--- src/rtl/multi_freq_counter.sv ---
// multi_freq_counter: gated edge counter over CHANNELS async inputs with back-to-back windows
module multi_freq_counter #(
  parameter int CHANNELS = 4,
  parameter int WIDTH = 24,
  parameter int GATE_CYCLES = 8000000
) (
  input  logic clk,
  input  logic rst_n,
  input  logic [CHANNELS-1:0] freqin,
  input  logic enable,
  input  logic [1:0] edge_mode,
  output logic [CHANNELS*WIDTH-1:0] frequency,
  output logic [CHANNELS-1:0] overflow,
  output logic valid
);
  localparam int GW = $clog2(GATE_CYCLES);
  localparam logic [WIDTH-1:0] MAX = '1;
  localparam logic [GW-1:0] LAST = GW'(GATE_CYCLES - 1);
  logic [CHANNELS-1:0] s1, s2, s3, rise, fall, inc, hit, ovf;
  logic [1:0] arm, mode, msel;
  logic run, term;
  logic [GW-1:0] gc;
  logic [WIDTH-1:0] cnt [CHANNELS];
  logic [WIDTH-1:0] nxt [CHANNELS];
  // the first enabled cycle already belongs to a window using the incoming mode
  assign msel = (enable & ~run) ? edge_mode : mode;
  assign rise = s2 & ~s3 & {CHANNELS{&arm}};
  assign fall = ~s2 & s3 & {CHANNELS{&arm}};
  assign inc = msel == 2'b00 ? rise : msel == 2'b01 ? fall : msel == 2'b10 ? (rise | fall) : '0;
  assign term = enable & (gc == LAST);
  always_comb begin
    for (int i = 0; i < CHANNELS; i++) begin
      hit[i] = (cnt[i] == MAX) & inc[i];
      nxt[i] = (cnt[i] == MAX) ? MAX : cnt[i] + WIDTH'(inc[i]);
    end
  end
  always_ff @(posedge clk or negedge rst_n) begin
    if (!rst_n) begin
      s1 <= '0;
      s2 <= '0;
      s3 <= '0;
      arm <= '0;
    end else begin
      s1 <= freqin;
      s2 <= s1;
      s3 <= s2;
      arm <= arm + 2'(arm != 2'd3);
    end
  end
  always_ff @(posedge clk or negedge rst_n) begin
    if (!rst_n) begin
      gc <= '0;
      run <= 1'b0;
      mode <= 2'b00;
      ovf <= '0;
      valid <= 1'b0;
      frequency <= '0;
      overflow <= '0;
      for (int i = 0; i < CHANNELS; i++) cnt[i] <= '0;
    end else if (!enable) begin
      gc <= '0;
      run <= 1'b0;
      ovf <= '0;
      valid <= 1'b0;
      for (int i = 0; i < CHANNELS; i++) cnt[i] <= '0;
    end else begin
      run <= 1'b1;
      valid <= term;
      if (!run || term) mode <= edge_mode;
      gc <= term ? '0 : gc + 1'b1;
      ovf <= term ? '0 : (ovf | hit);
      for (int i = 0; i < CHANNELS; i++) cnt[i] <= term ? '0 : nxt[i];
      if (term) begin
        overflow <= ovf | hit;
        for (int i = 0; i < CHANNELS; i++) frequency[i*WIDTH +: WIDTH] <= nxt[i];
      end
    end
  end
endmodule

--- config.mk ---
export PLATFORM = sky130hd
export DESIGN_NAME = multi_freq_counter
export DESIGN_NICKNAME = d
export VERILOG_FILES = /design/src/rtl/multi_freq_counter.sv
export SDC_FILE = /design/constraint.sdc
export NUM_CORES = 1
export LEC_CHECK = 0
export ABC_AREA = 0
export CORE_MARGIN = 2
export CORE_UTILIZATION = 50
export DETAILED_ROUTE_END_ITERATION = 8
export PLACE_DENSITY = 0.81
export SLEW_MARGIN = 5
export SYNTH_ARGS = -nofsm -noshare
export SYNTH_HDL_FRONTEND = slang
export SYNTH_SLANG_ARGS = --single-unit
--- constraint.sdc ---
create_clock -name clk -period 3.2 [get_ports clk]
set_clock_uncertainty 0.05 [all_clocks]
set_input_delay 0.32 -clock clk [delete_from_list [all_inputs] [get_ports clk]]
set_output_delay 0.32 -clock clk [all_outputs]
set_load 0.01 [all_outputs]
==> results of run 1 <==
==> worst paths after layout <==
path                                              to            start  cells past startpoint
min in group asynchronous   frequency[8]$_DFFE_PN0P_            rst_n                      2
max                                cnt[16]$_DFF_PN0_    run$_DFF_PN0_                     12
max reg2reg                        cnt[16]$_DFF_PN0_    run$_DFF_PN0_                     12
min                                  s1[1]$_DFF_PN0_        freqin[1]                      1
min reg2reg                          s2[2]$_DFF_PN0_  s1[2]$_DFF_PN0_                      0
max in group asynchronous  frequency[33]$_DFFE_PN0P_            rst_n                      3
==> layer usage <==
metal / vias up / global-route usage, %
met2: 236 / 35.2
met5: - / 0
li1: 4040 / -
met3: 31 / 3.55
met1: 4056 / 31.4
met4: 0 / 4.95
==> flip-flops by register name (all words and copies together) (netlist names) <==
signal     flops
valid          1
overflow       4
arm            2
s3             4
gc            23
cnt           96
run            1
frequency     96
s2             4
s1             4
mode           2
ovf            4
==> cell families after synthesis <==
logic type | after synthesis | synth area share, %
muxes | 8 | 0.831
AOI/OAI and AO/OA | 157 | 8.00
buffers and inverters | 58 | 2.24
DFF | 241 | 56.4
and+or+nand+nor | 517 | 22.9
xor gates and xnor gates | 99 | 8.11
adders and majority gates | 13 | 1.52
==> area by class of cell <==
class,instances,area [µm²]
inverters,8,30.0
flip-flops and latches,241,6030
fillers,1693,7880
clock buffers,33,686
multi-input cells,794,4440
repair buffers,152,1480
well taps,275,344
clock inverters,13,125
==> power groups by stage <==
stage               Sequential [mW]  Clock, mW  Combinational [mW]
finish                         3.10       2.87               0.220
global route                   3.10       3.06               0.254
CTS                            3.10       2.93               0.224
global placement               3.15          0               0.215
floorplan                      3.15          0              0.0910
detailed placement             3.15          0               0.222
==> cell usage in the layout, fill, tap and decap left out, types with 5 or more instances in the layout <==
master	count
or3_1	5
and3_1	12
clkbuf_16	25
nand3_1	51
nor3_1	34
ha_1	13
clkinv_2	8
xor2_1	45
xnor2_1	54
or4_1	7
buf_12	5
nand2_1	94
nor2_1	204
clkbuf_1	5
nor4_1	18
a21oi_1	77
a31oi_1	11
inv_1	7
nand2b_1	6
and4_1	12
nand4_1	46
dfrtp_1	241
and2_1	10
buf_4	37
o21ai_0	51
or2_2	5
clkdlybuf4s50_1	108
==> synthesized netlist by cell type (2+ instances only) <==
cell | number | area, µm²
nor3_1 | 34 | 170
nand2_1 | 94 | 353
o21a_1 | 4 | 30.0
nor3b_1 | 4 | 30.0
nand3_1 | 51 | 255
mux2i_1 | 4 | 40.0
or3_1 | 6 | 37.5
nor4_1 | 19 | 119
clkbuf_1 | 39 | 146
o31ai_1 | 3 | 22.5
nor4b_1 | 2 | 17.5
o21ai_1 | 2 | 10.0
and2_1 | 10 | 62.6
a21oi_1 | 77 | 385
o22ai_1 | 2 | 12.5
xnor2_1 | 54 | 473
inv_1 | 7 | 26.3
nand4_1 | 46 | 288
nand2b_1 | 6 | 37.5
or4_1 | 7 | 52.6
or2_2 | 5 | 31.3
and3_1 | 12 | 75.1
mux2_2 | 3 | 33.8
a31o_2 | 2 | 17.5
dfrtp_1 | 241 | 6030
and4_1 | 12 | 105
buf_2 | 8 | 40.0
a31oi_1 | 11 | 68.8
xor2_1 | 45 | 394
ha_1 | 13 | 163
o21ai_0 | 51 | 255
nor2_1 | 204 | 766
==> what timing repair did <==
action	CTS	global route
gates resized for setup	0	2
hold buffers	1	0
endpoints found under the setup margin	0	2
endpoints found under the hold margin	88	0
setup buffers	0	0
==> worst max-delay path: stages, from the launching register on <==
cell and delay (ns):
dfrtp_1 0.36, nand2b_1 0.16, mux2_2 0.32, o22ai_1 0.32, and2_1 0.21, ha_1 0.19
ha_1 0.17, nand3_1 0.06, or4_1 0.43, buf_4 0.17, nor2_1 0.10, xnor2_1 0.15
a21oi_1 0.10
==> impl_metrics.env, run 1 <==
export IMPL_fin_area_um2=13100
export IMPL_gp_congestion=0.919
export IMPL_cts_buffers=25
export IMPL_synth_fp_nets=1115
export IMPL_cts_sinks=241
export IMPL_drt_met1_wl_um=11000
export IMPL_arrival_ns=3.27
export IMPL_route_met2_wl_um=11400
export IMPL_syn2layout_area_growth_pct=23.0
export IMPL_htree_num_levels=1
export IMPL_ys_flop_type="dfrtp_1"
export IMPL_async_reset_ff_share_pct=100
export IMPL_place_inst=1469
export IMPL_power_density_nw_per_um2=471
export IMPL_preCtsSetupSlack_ns=-0.171
export IMPL_portBuffers=109
export IMPL_drt_first_pass_iters=5
export IMPL_leakagePower_nw=5.65
export IMPL_placementRows=53
export IMPL_antenna_cells=0
export IMPL_start_util_pct=50.8
export IMPL_setup_tns_ns=0
export IMPL_wl_per_cell_um=15.8
export IMPL_dieArea_um2=22600
export IMPL_drc_errors=0
export IMPL_vias=8363
export IMPL_period_minus_slack_ns=2.93
export IMPL_clk_pin_slew_worst_paths_ns=0.06
export IMPL_worst_pin_slew_ns=0.753
export IMPL_route_met3_wl_um=1310
export IMPL_pin_count=110
export IMPL_p_switching_mw=1.36
export IMPL_fin_cells=1516
export IMPL_fin_crit_sh_pct=91.6
export IMPL_synth_edf_count=0
export IMPL_clock_power_share_pct=46.4
export IMPL_p_total_mw=6.19
export IMPL_die_h_um=150
export IMPL_fin_ws_ns=0.269
export IMPL_routed_via_density=5.52
export IMPL_drv_cap=0
export IMPL_drive_gt1_share_pct=8.30
export IMPL_ant_nets=0
export IMPL_placed_area_um2=12300
export IMPL_dp_hpwl_um=16600
export IMPL_synth_warning_count=0
export IMPL_clock_root_buffer="clkbuf_16"
export IMPL_ys_seq_area_share_pct=56.4
export IMPL_power_frac_seq_pct=50.1
export IMPL_cp_start_kind="flip-flop"
export IMPL_wl_um=24000
export IMPL_status="finished clean"
export IMPL_cts_buffer_depth=3
export IMPL_fin_nets=1244
export IMPL_die_x_um=150
export IMPL_postSynthCellCount=1093
export IMPL_fmax_ghz=0.341
export IMPL_synth_cell_area_um2=10700
export IMPL_p_comb_share_pct=3.6
export IMPL_synth_seq_cells=241
export IMPL_slew_headroom_pct=49.4
export IMPL_grt_overflow=0
export IMPL_finish_utilization_pct=62.5
export IMPL_core_area_um2=21000
export IMPL_antenna_found_initial=0
export IMPL_gr_usage_all_layers_pct=21.9
export IMPL_p_int_mw=4.82
export IMPL_drt_iter0_drc=532
export IMPL_worstSkewPairLatency_ns=0.52
export IMPL_reg2reg_slack_ns=0.27
export IMPL_fin_hold_ws_ns=0.192
export IMPL_ir_drop_mv=0.365
export IMPL_grt_pass1_wl_um=40600
export IMPL_holdCritPathClass="input port to flip-flop"
export IMPL_path_max_fanout=4
export IMPL_hold_viol_final=0
export IMPL_rsz0062_at_grt="no"
export IMPL_cts_tree="yes"
export IMPL_synth_area_per_cell_um2=9.78
export IMPL_worst_setup_path_type="flip-flop to flip-flop"
export IMPL_grt_pass1_vias=8279
export IMPL_top_layer_used="met4"
export IMPL_endpoint_kind="flip-flop"
export IMPL_switching_share_pct=22.0
export IMPL_drv_slew=0
export IMPL_setup_viol=0
export IMPL_grt_max_degree=94
export IMPL_crit_required_ns=3.53
export IMPL_ys_types=47
Power figures use the tool's default switching activity.
==> inputs of run 2 (changes only) <==
==> constraint.sdc (replaced) <==
create_clock -name clk -period 3.2 [get_ports clk]
set_clock_uncertainty 0.05 [all_clocks]
set_input_delay 0.48 -clock clk [delete_from_list [all_inputs] [get_ports clk]]
set_output_delay 0.48 -clock clk [all_outputs]
set_load 0.01 [all_outputs]
==> run 2 against run 1 <==
  * Clock power barely moved
  * Register-to-register slack got worse by 0.11 ns
  * Core utilization rose by 0.51 points
  * Sequential power barely moved
  * First-iteration DRC count fell by 15%
  * Setup slack got worse by 0.11 ns
  * Hold slack improved by 0.096 ns
  * Cell count rose by 0.66%
  * Sequential cell count did not move
  * Fmax fell by 3.5%
  * Global-route usage rose by 0.38 points
==> impl_metrics.env, run 2 (synthesis gave the netlist of run 1 again) <==
export IMPL_clock_root_buffer="clkbuf_16"
export IMPL_grt_pass1_vias=8408
export IMPL_ant_nets=0
export IMPL_htree_num_levels=1
export IMPL_setup_tns_ns=0
export IMPL_power_frac_seq_pct=49.9
export IMPL_path_max_fanout=17
export IMPL_drv_slew=0
export IMPL_cp_top_family="simple AND/OR/NAND/NOR gates"
export IMPL_syn2layout_area_growth_pct=24.0
export IMPL_fin_nets=1255
export IMPL_critPathBufInv=1
export IMPL_fin_hold_ws_ns=0.288
export IMPL_fin_crit_sh_pct=94.9
export IMPL_biggestRegsByFlops="cnt (96), frequency (96), gc (23)"
export IMPL_p_comb_share_pct=3.5
export IMPL_portBuffers=109
export IMPL_drive_gt1_share_pct=8.87
export IMPL_clock_power_share_pct=46.6
export IMPL_wl_per_cell_um=16.0
export IMPL_die_x_um=150
export IMPL_place_inst=1480
export IMPL_grt_overflow=0
export IMPL_power_density_nw_per_um2=469
export IMPL_holdCritPathClass="flip-flop to flip-flop"
export IMPL_placementRows=53
export IMPL_antenna_cells=0
export IMPL_drt_iter0_drc=454
export IMPL_cp_common_cell="or4_1"
export IMPL_gr_usage_all_layers_pct=22.2
export IMPL_setup_viol=0
export IMPL_vias=8500
export IMPL_die_h_um=150
export IMPL_placed_area_um2=12400
export IMPL_start_util_pct=50.8
export IMPL_cts_buffers=25
export IMPL_cts_setup_buffers=0
export IMPL_most_common_layout_cells="241 x dfrtp_1, 204 x nor2_1, 108 x clkdlybuf4s50_1"
export IMPL_cts_tree="yes"
export IMPL_hold_viol_final=0
export IMPL_period_minus_slack_ns=3.04
export IMPL_wl_um=24400
export IMPL_leakagePower_nw=5.71
export IMPL_switching_share_pct=21.4
export IMPL_p_switching_mw=1.33
export IMPL_cts_sinks=241
export IMPL_status="finished clean"
export IMPL_drt_first_pass_iters=7
export IMPL_ir_drop_mv=0.282
export IMPL_fin_area_um2=13300
export IMPL_dieArea_um2=22600
export IMPL_p_int_mw=4.89
export IMPL_max_stage_delay_ns=0.60
export IMPL_cts_buffer_depth=3
export IMPL_pin_count=110
export IMPL_fin_cells=1526
export IMPL_worstSkewPairLatency_ns=0.52
export IMPL_gp_congestion=0.888
export IMPL_worst_pin_slew_ns=0.658
export IMPL_clk_pin_slew_worst_paths_ns=0.06
export IMPL_endpoint_kind="flip-flop"
export IMPL_fillCellCount=1691
export IMPL_final_common_cell="dfrtp_1"
export IMPL_dp_hpwl_um=16800
export IMPL_grt_max_degree=88
export IMPL_antenna_found_initial=0
export IMPL_routed_via_density=5.57
export IMPL_drc_errors=0
export IMPL_crit_required_ns=3.53
export IMPL_grt_pass1_wl_um=41100
export IMPL_cp_cell_sequence="or4_1, or4_1, or3_4, buf_4, a21oi_2, a21oi_1"
export IMPL_finish_utilization_pct=63.0
export IMPL_ctsHoldBuffers=1
export IMPL_cp_start_kind="flip-flop"
export IMPL_fmax_ghz=0.329
export IMPL_worst_setup_path_type="flip-flop to flip-flop"
export IMPL_postCtsResizedCells=0
export IMPL_core_area_um2=21000
export IMPL_slew_headroom_pct=55.8
export IMPL_drv_cap=0
export IMPL_arrival_ns=3.37
export IMPL_cp_slowest_cell="or4_1"
export IMPL_rsz0062_at_grt="no"
## run 2: metrics by stage
stage               total power [mW]  setup slack (ns)
floorplan                       3.24            0.0510
global placement                3.37            -0.214
detailed placement              3.38            -0.287
CTS                             6.27             0.183
global route                    6.44           0.00540
finish                          6.22             0.162
## run 2: worst paths after layout
| kind | from | endpoint | slack, ns | cells past startpoint |
|---|---|---|---|---|
| max | gc[18]$_DFF_PN0_ | frequency[91]$_DFFE_PN0P_ | 0.16 | 6 |
| min | s1[1]$_DFF_PN0_ | s2[1]$_DFF_PN0_ | 0.29 | 0 |
| max reg2reg | gc[18]$_DFF_PN0_ | frequency[91]$_DFFE_PN0P_ | 0.16 | 6 |
| min reg2reg | s1[1]$_DFF_PN0_ | s2[1]$_DFF_PN0_ | 0.29 | 0 |
| max in group asynchronous | rst_n | cnt[41]$_DFF_PN0_ | 1.73 | 3 |
| min in group asynchronous | rst_n | cnt[6]$_DFF_PN0_ | 0.49 | 2 |
## run 2: power by group through the flow
stage / clock [mW] / combinational (mW) / sequential [mW]
detailed placement: 0 / 0.223 / 3.15
finish: 2.90 / 0.220 / 3.10
CTS: 2.94 / 0.225 / 3.10
floorplan: 0 / 0.0912 / 3.15
global route: 3.08 / 0.256 / 3.10
global placement: 0 / 0.219 / 3.15
## run 2: final cells by class
| cell class | instances | area [µm²] | share of cell area, % |
|---|---|---|---|
| sequential | 241 | 6030 | 45.5 |
| clock inverter | 7 | 88.8 | 0.670 |
| inverter | 8 | 30.0 | 0.227 |
| timing repair buffer | 163 | 1580 | 11.9 |
| clock buffer | 38 | 734 | 5.54 |
| tap | 275 | 344 | 2.60 |
| multi-input combinational | 794 | 4440 | 33.5 |
## run 2: per-layer routing
metal | routed length, µm | part of all wire (%) | track usage, %
met1 | 10700 | 44 | 30.8
met2 | 11800 | 48 | 36.8
met3 | 1500 | 6.1 | 3.73
met4 | 453 | 1.9 | 5.61
met5 | 0 | 0 | 0
## run 2: worst reg2reg max path, cell delays in order (launching register included)
cell and delay [ns]:
dfrtp_1 0.44, or4_1 0.53, or4_1 0.60, or3_4 0.50, buf_4 0.23, a21oi_2 0.41, a21oi_1 0.15
